## config.mk

```make
export PLATFORM = sky130hd
export DESIGN_NAME = sys_ctrl
export DESIGN_NICKNAME = d
export VERILOG_FILES = /design/src/rtl/sys_ctrl_pkg.sv /design/src/rtl/sys_ctrl.sv
export SDC_FILE = /design/constraint.sdc
export NUM_CORES = 1
export LEC_CHECK = 0
export CORE_MARGIN = 2
export CORE_UTILIZATION = 50
export DETAILED_ROUTE_END_ITERATION = 7
export GPL_ROUTABILITY_DRIVEN = 0
export PLACE_DENSITY = 0.79
export SYNTH_ARGS = -nofsm -noshare
export SYNTH_HDL_FRONTEND = slang
export SYNTH_SLANG_ARGS = --single-unit
```

## constraint.sdc

```tcl
create_clock -name CLK -period 2.39 [get_ports CLK]
set_input_delay 0.3585 -clock CLK [delete_from_list [all_inputs] [get_ports CLK]]
set_output_delay 0.3585 -clock CLK [all_outputs]
set_load 0.1 [all_outputs]
```

## src/rtl/sys_ctrl_pkg.sv

```systemverilog
// Shared definitions for the command-decoding controller: opcodes, FSM states
// and the fixed register-file slots used for ALU operands.
package sys_ctrl_pkg;

  localparam logic [7:0] CMD_RF_WR   = 8'hAA;
  localparam logic [7:0] CMD_RF_RD   = 8'hBB;
  localparam logic [7:0] CMD_ALU_OP  = 8'hCC;
  localparam logic [7:0] CMD_ALU_NOP = 8'hDD;

  localparam int OPA_ADDR = 0;
  localparam int OPB_ADDR = 1;

  typedef enum logic [3:0] {
    IDLE,
    WR_ADDR,
    WR_DATA,
    RD_ADDR,
    RD_WAIT,
    TX_RD,
    OP_A,
    OP_B,
    FUNC,
    ALU_WAIT,
    TX_LO,
    TX_HI
  } state_e;

endpackage

```

## src/rtl/sys_ctrl.sv

```systemverilog
// Command decoder between the UART RX byte stream, the register file, the ALU
// and the TX FIFO. All outputs are registered; the current state is exported on dbg_state.
module sys_ctrl
  import sys_ctrl_pkg::*;
#(
  parameter int DATA_WIDTH = 8,
  parameter int ADDR_WIDTH = 4,
  parameter int FUNC_WIDTH = 4,
  parameter int TIMEOUT    = 255
) (
  input  logic                    CLK,
  input  logic                    RST,
  input  logic [DATA_WIDTH-1:0]   RX_P_DATA,
  input  logic                    RX_D_VLD,
  input  logic [DATA_WIDTH-1:0]   RF_RD_DATA,
  input  logic                    RF_RD_DATA_VLD,
  input  logic [2*DATA_WIDTH-1:0] ALU_OUT,
  input  logic                    ALU_OUT_VLD,
  input  logic                    FIFO_FULL,
  output logic [ADDR_WIDTH-1:0]   RF_ADDR,
  output logic                    RF_WR_EN,
  output logic                    RF_RD_EN,
  output logic [DATA_WIDTH-1:0]   RF_WR_DATA,
  output logic                    ALU_EN,
  output logic [FUNC_WIDTH-1:0]   ALU_FUNC,
  output logic                    CLK_EN,
  output logic [DATA_WIDTH-1:0]   TX_P_DATA,
  output logic                    TX_D_VLD,
  output logic                    CMD_DROP,
  output state_e                  dbg_state
);

  // Handshakes: RX_D_VLD, RF_RD_DATA_VLD and ALU_OUT_VLD are single-cycle valids
  // with no back-pressure. FIFO_FULL is the TX ready (low = ready); TX_D_VLD is
  // raised only for a cycle whose preceding edge sampled FIFO_FULL low.
  localparam int CNT_W = $clog2(TIMEOUT + 1);

  state_e                  state, state_d;
  logic [CNT_W-1:0]        cnt, cnt_d;
  logic [DATA_WIDTH-1:0]   rd_data, rd_data_d;
  logic [2*DATA_WIDTH-1:0] alu_res, alu_res_d;

  logic [ADDR_WIDTH-1:0]   rf_addr_d;
  logic [DATA_WIDTH-1:0]   rf_wr_data_d, tx_data_d;
  logic [FUNC_WIDTH-1:0]   alu_func_d;
  logic                    rf_wr_en_d, rf_rd_en_d, alu_en_d, clk_en_d;
  logic                    tx_vld_d, cmd_drop_d;
  logic                    expired;

  assign dbg_state = state;
  assign expired   = (cnt == CNT_W'(TIMEOUT - 1));

  always_ff @(posedge CLK or posedge RST) begin
    if (RST) begin
      state      <= IDLE;
      cnt        <= '0;
      rd_data    <= '0;
      alu_res    <= '0;
      RF_ADDR    <= '0;
      RF_WR_EN   <= 1'b0;
      RF_RD_EN   <= 1'b0;
      RF_WR_DATA <= '0;
      ALU_EN     <= 1'b0;
      ALU_FUNC   <= '0;
      CLK_EN     <= 1'b0;
      TX_P_DATA  <= '0;
      TX_D_VLD   <= 1'b0;
      CMD_DROP   <= 1'b0;
    end else begin
      state      <= state_d;
      cnt        <= cnt_d;
      rd_data    <= rd_data_d;
      alu_res    <= alu_res_d;
      RF_ADDR    <= rf_addr_d;
      RF_WR_EN   <= rf_wr_en_d;
      RF_RD_EN   <= rf_rd_en_d;
      RF_WR_DATA <= rf_wr_data_d;
      ALU_EN     <= alu_en_d;
      ALU_FUNC   <= alu_func_d;
      CLK_EN     <= clk_en_d;
      TX_P_DATA  <= tx_data_d;
      TX_D_VLD   <= tx_vld_d;
      CMD_DROP   <= cmd_drop_d;
    end
  end

  always_comb begin
    state_d      = state;
    cnt_d        = cnt;
    rd_data_d    = rd_data;
    alu_res_d    = alu_res;
    rf_addr_d    = RF_ADDR;
    rf_wr_data_d = RF_WR_DATA;
    alu_func_d   = ALU_FUNC;
    clk_en_d     = CLK_EN;
    tx_data_d    = TX_P_DATA;
    rf_wr_en_d   = 1'b0;
    rf_rd_en_d   = 1'b0;
    alu_en_d     = 1'b0;
    tx_vld_d     = 1'b0;
    cmd_drop_d   = 1'b0;

    case (state)
      IDLE: begin
        if (RX_D_VLD) begin
          if (RX_P_DATA == DATA_WIDTH'(CMD_RF_WR))        state_d = WR_ADDR;
          else if (RX_P_DATA == DATA_WIDTH'(CMD_RF_RD))   state_d = RD_ADDR;
          else if (RX_P_DATA == DATA_WIDTH'(CMD_ALU_OP))  state_d = OP_A;
          else if (RX_P_DATA == DATA_WIDTH'(CMD_ALU_NOP)) state_d = FUNC;
        end
      end
      WR_ADDR: begin
        if (RX_D_VLD) begin
          rf_addr_d = RX_P_DATA[ADDR_WIDTH-1:0];
          state_d   = WR_DATA;
        end
      end
      WR_DATA: begin
        if (RX_D_VLD) begin
          rf_wr_data_d = RX_P_DATA;
          rf_wr_en_d   = 1'b1;
          state_d      = IDLE;
        end
      end
      RD_ADDR: begin
        if (RX_D_VLD) begin
          rf_addr_d  = RX_P_DATA[ADDR_WIDTH-1:0];
          rf_rd_en_d = 1'b1;
          cnt_d      = '0;
          state_d    = RD_WAIT;
        end
      end
      RD_WAIT: begin
        cmd_drop_d = RX_D_VLD;
        cnt_d      = cnt + 1'b1;
        // A valid on the terminal-count cycle takes priority over the abort.
        if (RF_RD_DATA_VLD) begin
          rd_data_d = RF_RD_DATA;
          state_d   = TX_RD;
        end else if (expired) begin
          state_d = IDLE;
        end
      end
      TX_RD: begin
        cmd_drop_d = RX_D_VLD;
        if (!FIFO_FULL) begin
          tx_data_d = rd_data;
          tx_vld_d  = 1'b1;
          state_d   = IDLE;
        end
      end
      OP_A: begin
        if (RX_D_VLD) begin
          rf_addr_d    = ADDR_WIDTH'(OPA_ADDR);
          rf_wr_data_d = RX_P_DATA;
          rf_wr_en_d   = 1'b1;
          state_d      = OP_B;
        end
      end
      OP_B: begin
        if (RX_D_VLD) begin
          rf_addr_d    = ADDR_WIDTH'(OPB_ADDR);
          rf_wr_data_d = RX_P_DATA;
          rf_wr_en_d   = 1'b1;
          state_d      = FUNC;
        end
      end
      FUNC: begin
        if (RX_D_VLD) begin
          alu_func_d = RX_P_DATA[FUNC_WIDTH-1:0];
          alu_en_d   = 1'b1;
          clk_en_d   = 1'b1;
          cnt_d      = '0;
          state_d    = ALU_WAIT;
        end
      end
      ALU_WAIT: begin
        cmd_drop_d = RX_D_VLD;
        cnt_d      = cnt + 1'b1;
        if (ALU_OUT_VLD) begin
          alu_res_d = ALU_OUT;
          clk_en_d  = 1'b0;
          state_d   = TX_LO;
        end else if (expired) begin
          clk_en_d = 1'b0;
          state_d  = IDLE;
        end
      end
      TX_LO: begin
        cmd_drop_d = RX_D_VLD;
        if (!FIFO_FULL) begin
          tx_data_d = alu_res[DATA_WIDTH-1:0];
          tx_vld_d  = 1'b1;
          state_d   = TX_HI;
        end
      end
      TX_HI: begin
        cmd_drop_d = RX_D_VLD;
        if (!FIFO_FULL) begin
          tx_data_d = alu_res[2*DATA_WIDTH-1:DATA_WIDTH];
          tx_vld_d  = 1'b1;
          state_d   = IDLE;
        end
      end
      default: state_d = IDLE;
    endcase
  end

endmodule

```

Yosys cells after proc, flatten, opt, wreduce, memory -nomap -nowiden
Cells that the tools add are included.
Widths: inputs -> output; s select.

word-level totals
  register bits after elaboration = 66
  input bits = 38
  output and inout port bits = 34
  word-level logic and storage cells = 104

cells by class
  reduce and logical (&&, ||, !) cells = 21
  eq/ne operators = 31
  mux-type cells = 37
  add/subtract/negate cells = 1

operator list
  cell                 number
  $mux 4               18
  $pmux 4 s11          1
  $eq 8x8->1 const B   5
  $mux 8               4
  $pmux 8 s3           1
  $ne 2x2->1 const B   11
  $eq 4x3->1 const B   4
  $eq 4x4->1 const B   4
  $pmux 8 s2           1
  $pmux 4 s3           1
  $mux 1               10
  $reduce_and 10->1    1
  $reduce_and 2->1     5
  $add 8x1->8 const B  1
  $eq 4x2->1 const B   2
  $reduce_and 4->1     2
  $reduce_or 2->1      4
  $reduce_bool 3->1    2
  $reduce_or 3->1      2
  $ne 5x5->1 const B   1
  $reduce_or 5->1      1
  $eq 4x1->1 const B   1
  $logic_not 4->1      1
  $ne 2x1->1 const B   2
  4 further kinds      5

Longest topological paths before layout
  depth in word-level cells = 7
  gate-level depth with buffers = 7
  depth with buffers taken out = 7

Worst setup path after synthesis
OpenSTA, ideal clock, no wires.

  path type = register to register
  from = reg state[0] (netlist: dbg_state[0])
  to = reg state[3] (netlist: dbg_state[3])
  setup time = 125 ps
  path buffers = 1
  cell stages (with the launch flop) = 7
  required time = 2265 ps
  period minus slack after synthesis = 2421 ps
  path slack = -31 ps
  arrival = 2296 ps
  cells stage by stage = dfrtp_1 buf_2 or2_1 nor3_1 o311a_1 or4_1 mux2_4

on the way
  cells in the longest elaborated chain, start to end = 4
  elaborated cells on any way between the ends = 25
  those cells by class = 21 x eq/ne; 1 x mux; 3 x reduce/logical

RTL lines
  what                                             line             RTL
  from (decl)                                      sys_ctrl.sv:38   state_e state, state_d;
  from (signal assigned)                           sys_ctrl.sv:70   state <= state_d;
  $eq 4x4->1 / $eq 4x3->1 (equally long branches)  sys_ctrl.sv:103  case (state)
  $reduce_or 2->1 (no line)                        n/a
  $ne 2x2->1 (no line)                             n/a
  $reduce_and 10->1 (no line)                      n/a

Several ways; a longest one is shown, not always the timed one.
A chain may end at the register's enable or synchronous reset.

Worst setup path after layout
  from = in RX_P_DATA[2]
  to = reg state[3] (netlist: dbg_state[3])

on the way
  cells in the longest elaborated chain, start to end = 6
  elaborated cells on any way between the ends = 11
  those cells by class = 5 x eq/ne; 5 x mux; 1 x reduce/logical

RTL lines
  what         line             RTL
  from (decl)  sys_ctrl.sv:13   input logic [DATA_WIDTH-1:0] RX_P_DATA,
  $eq 8x8->1   sys_ctrl.sv:108  else if (RX_P_DATA == DATA_WIDTH'(CMD_ALU_OP)) state_d = OP_A;
  $mux 4       sys_ctrl.sv:108
  $mux 4       sys_ctrl.sv:107  else if (RX_P_DATA == DATA_WIDTH'(CMD_RF_RD)) state_d = RD_ADDR;
  $mux 4       sys_ctrl.sv:106  if (RX_P_DATA == DATA_WIDTH'(CMD_RF_WR)) state_d = WR_ADDR;
  $mux 4       sys_ctrl.sv:105  if (RX_D_VLD) begin
  $pmux 4 s11  sys_ctrl.sv:103

Several ways; a longest one is shown, not always the timed one. The select of a mux whose other input is x is not followed.

==> flow_summary.yaml <==
status:
  status: "complete, no violations"
cells_and_area:
  num-fill-cells: 506
  syn_to_final_growth_pct: 31.6
  final_cell_mix: "dfrtp_1, buf_4, clkdlybuf4s50_1"
  final_common_cell: "dfrtp_1"
  design.final.nets: 419
  drive_gt1_share_pct: 28.1
  diodes: 0
sta:
  setup_ws_ns: 0.352
  fmax_ghz: 0.491
  fin_crit_sh_pct: 85.3
  period_needed_ns: 2.04
  grt_setup_unrepaired: "no"
  tns_ns: 0
  setup_viol_count_final: 0
  fin_skew_ns: 0.00663
  slew_headroom_pct: 63.4
  tightest_slew_ns: 0.548
  hold_viol_final: 0
  drv_slew: 0
floorplan:
  dieArea_um2: 7120
  ios: 72
  dieWidth_um: 84.4
  initial_utilization_pct: 51.1
  rows: 29
  core_area_um2: 6310
  fp.dieH_um: 84.4
worst_setup_path:
  path_max_fanout: 6
  max_stage_delay_ns: 0.52
  required_ns: 2.63
  crit_chain: "clkdlybuf4s50_1, nand4bb_1, o311a_1, or4_1, mux2_4"
  worstSetupPathType: "in2reg"
  endpoint_kind: "register"
  cp.arrival_ns: 2.28
  start_kind: "input pin"
  slowest_stage: "or4_1"
drt:
  drc: 0
  vias: 2565
  drtIter0Drc: 173
  drt_pass1_iterations: 4
  drt_wl_total_um: 7070
  vias_per_cell: 5.56
  ant_nets: 0
  wl_per_cell_um: 15.3
global_routing:
  grt_overflow_total: 0
  grtUsageTotal_pct: 21.4
  grt_pass1_vias: 2589
  antenna_found_initial: 0
  grt_pass1_wl_um: 12000
  grt_start_max_net_pins: 26
yosys:
  netlist_area_um2: 3230
  ys_seq_area_share_pct: 51.1
  async_flop_share_pct: 100
  syn_inst: 298
  synth_area_per_cell_um2: 10.8
  ys_seq_elements: 66
  yosys_warnings: 0
  syn_nets: 338
  ys_types: 54
  synth_edf_count: 0
  synth_ff_type: "dfrtp_1"
clocking:
  cts_root_buf: "clkbuf_8"
  htree_levels: 3
  path_clk_slew_ns: 0.07
  post_cts_buffers: 0
  clk_latency_ns: 0.35
  ctsHoldBuffers: 0
  cts_tree: "built"
  clkSinkCount: 66
  clock_path_buffers: 2
  cts_resized: 0
  cts_made_buffers: 9
placed_design:
  pre_cts_ws_ns: 0.00737
  port_buffers: 71
  dp_hpwl_um: 5090
flow_run:
  maxCapViolCount: 0
hold_path:
  min_path_type: "in2async"
-- metrics by stage --
stage | hold WS, ns | cell area (um^2) | cells | utilization (%)
after CTS | 0.383 | 4250 | 461 | 67.3
after global placement | 0.477 | 4030 | 445 | 63.9
final | 0.377 | 4250 | 461 | 67.3
after global routing | 0.440 | 4250 | 461 | 67.3
after floorplan | 0.479 | 3230 | 298 | -
after detailed placement | 0.477 | 4030 | 445 | 63.9
-- Yosys cell counts, types with 3 or more instances --
cell type | instances | area share, %
nor2b_1 | 5 | 0.97
mux2_2 | 36 | 13
nand4_1 | 5 | 0.97
a21oi_1 | 18 | 2.8
mux2i_1 | 10 | 3.1
nand3_1 | 9 | 1.4
and3_1 | 6 | 1.2
o21ai_0 | 20 | 3.1
xor2_1 | 3 | 0.81
buf_2 | 9 | 1.4
clkbuf_1 | 6 | 0.70
nand2_1 | 19 | 2.2
a22o_1 | 3 | 0.81
xnor2_1 | 3 | 0.81
nand2b_1 | 5 | 0.97
dfrtp_1 | 66 | 51
inv_1 | 10 | 1.2
nor2_1 | 21 | 2.4
-- flip-flops by register name, indices dropped and copies added (netlist names) --
name / cells
RF_WR_DATA: 8
RF_ADDR: 4
ALU_FUNC: 4
CLK_EN: 1
TX_D_VLD: 1
TX_P_DATA: 8
cnt: 8
RF_RD_EN: 1
CMD_DROP: 1
ALU_EN: 1
alu_res: 16
RF_WR_EN: 1
dbg_state: 4
rd_data: 8
-- final cells by class --
cell class	instances	area, um^2	area share [%]
flip-flops and latches	66	1650	38.9
well taps	77	96.3	2.27
inverters	10	37.5	0.883
clock buffers	11	141	3.33
repair buffers	86	776	18.3
multi-input cells	206	1470	34.6
clock inverters	5	77.6	1.83
-- final timing paths --
| check | to | cells past startpoint | slack [ns] | start |
|---|---|---|---|---|
| max | dbg_state[3] | 5 | 0.35 | RX_P_DATA[2] |
| min | dbg_state[1] | 2 | 0.38 | RST |
| max reg2reg | rd_data[3] | 4 | 0.40 | dbg_state[3] |
| min reg2reg | TX_P_DATA[0] | 2 | 0.49 | TX_P_DATA[0] |
| max in group asynchronous | alu_res[2] | 4 | 1.36 | RST |
| min in group CLK | TX_P_DATA[0] | 2 | 0.49 | TX_P_DATA[0] |
-- worst max-delay path: cells and delay by family --
kind                   cells  cell delay, ns
multiplexers               1            0.26
AND/OR/NAND/NOR            2            0.80
buffers and inverters      1            0.49
AO/OA/AOI/OAI              1            0.37
-- per-layer routing --
layer,up-vias,GRT usage [%],share of wire [%]
li1,1225,-,-
met5,-,0,0
met1,1233,25.9,43
met3,14,6.88,7.2
met2,93,35.4,48
met4,0,9.24,1.8
-- logic make-up (layout without fill, tap and decap cells) --
kind of cell,count (synthesis),in the layout,share of synthesized area [%]
AOI/OAI and AO/OA,64,64,12.4
DFF,66,66,51.1
buffers and inverters,26,112,3.37
and+or+nand+nor,87,87,14.6
muxes,47,47,16.1
adders and majority gates,2,2,0.775
xor gates and xnor gates,6,6,1.63
Power is left out: the tool's default activity adds up to more than one toggle a clock period on the data nets, which glitch-free logic cannot reach.
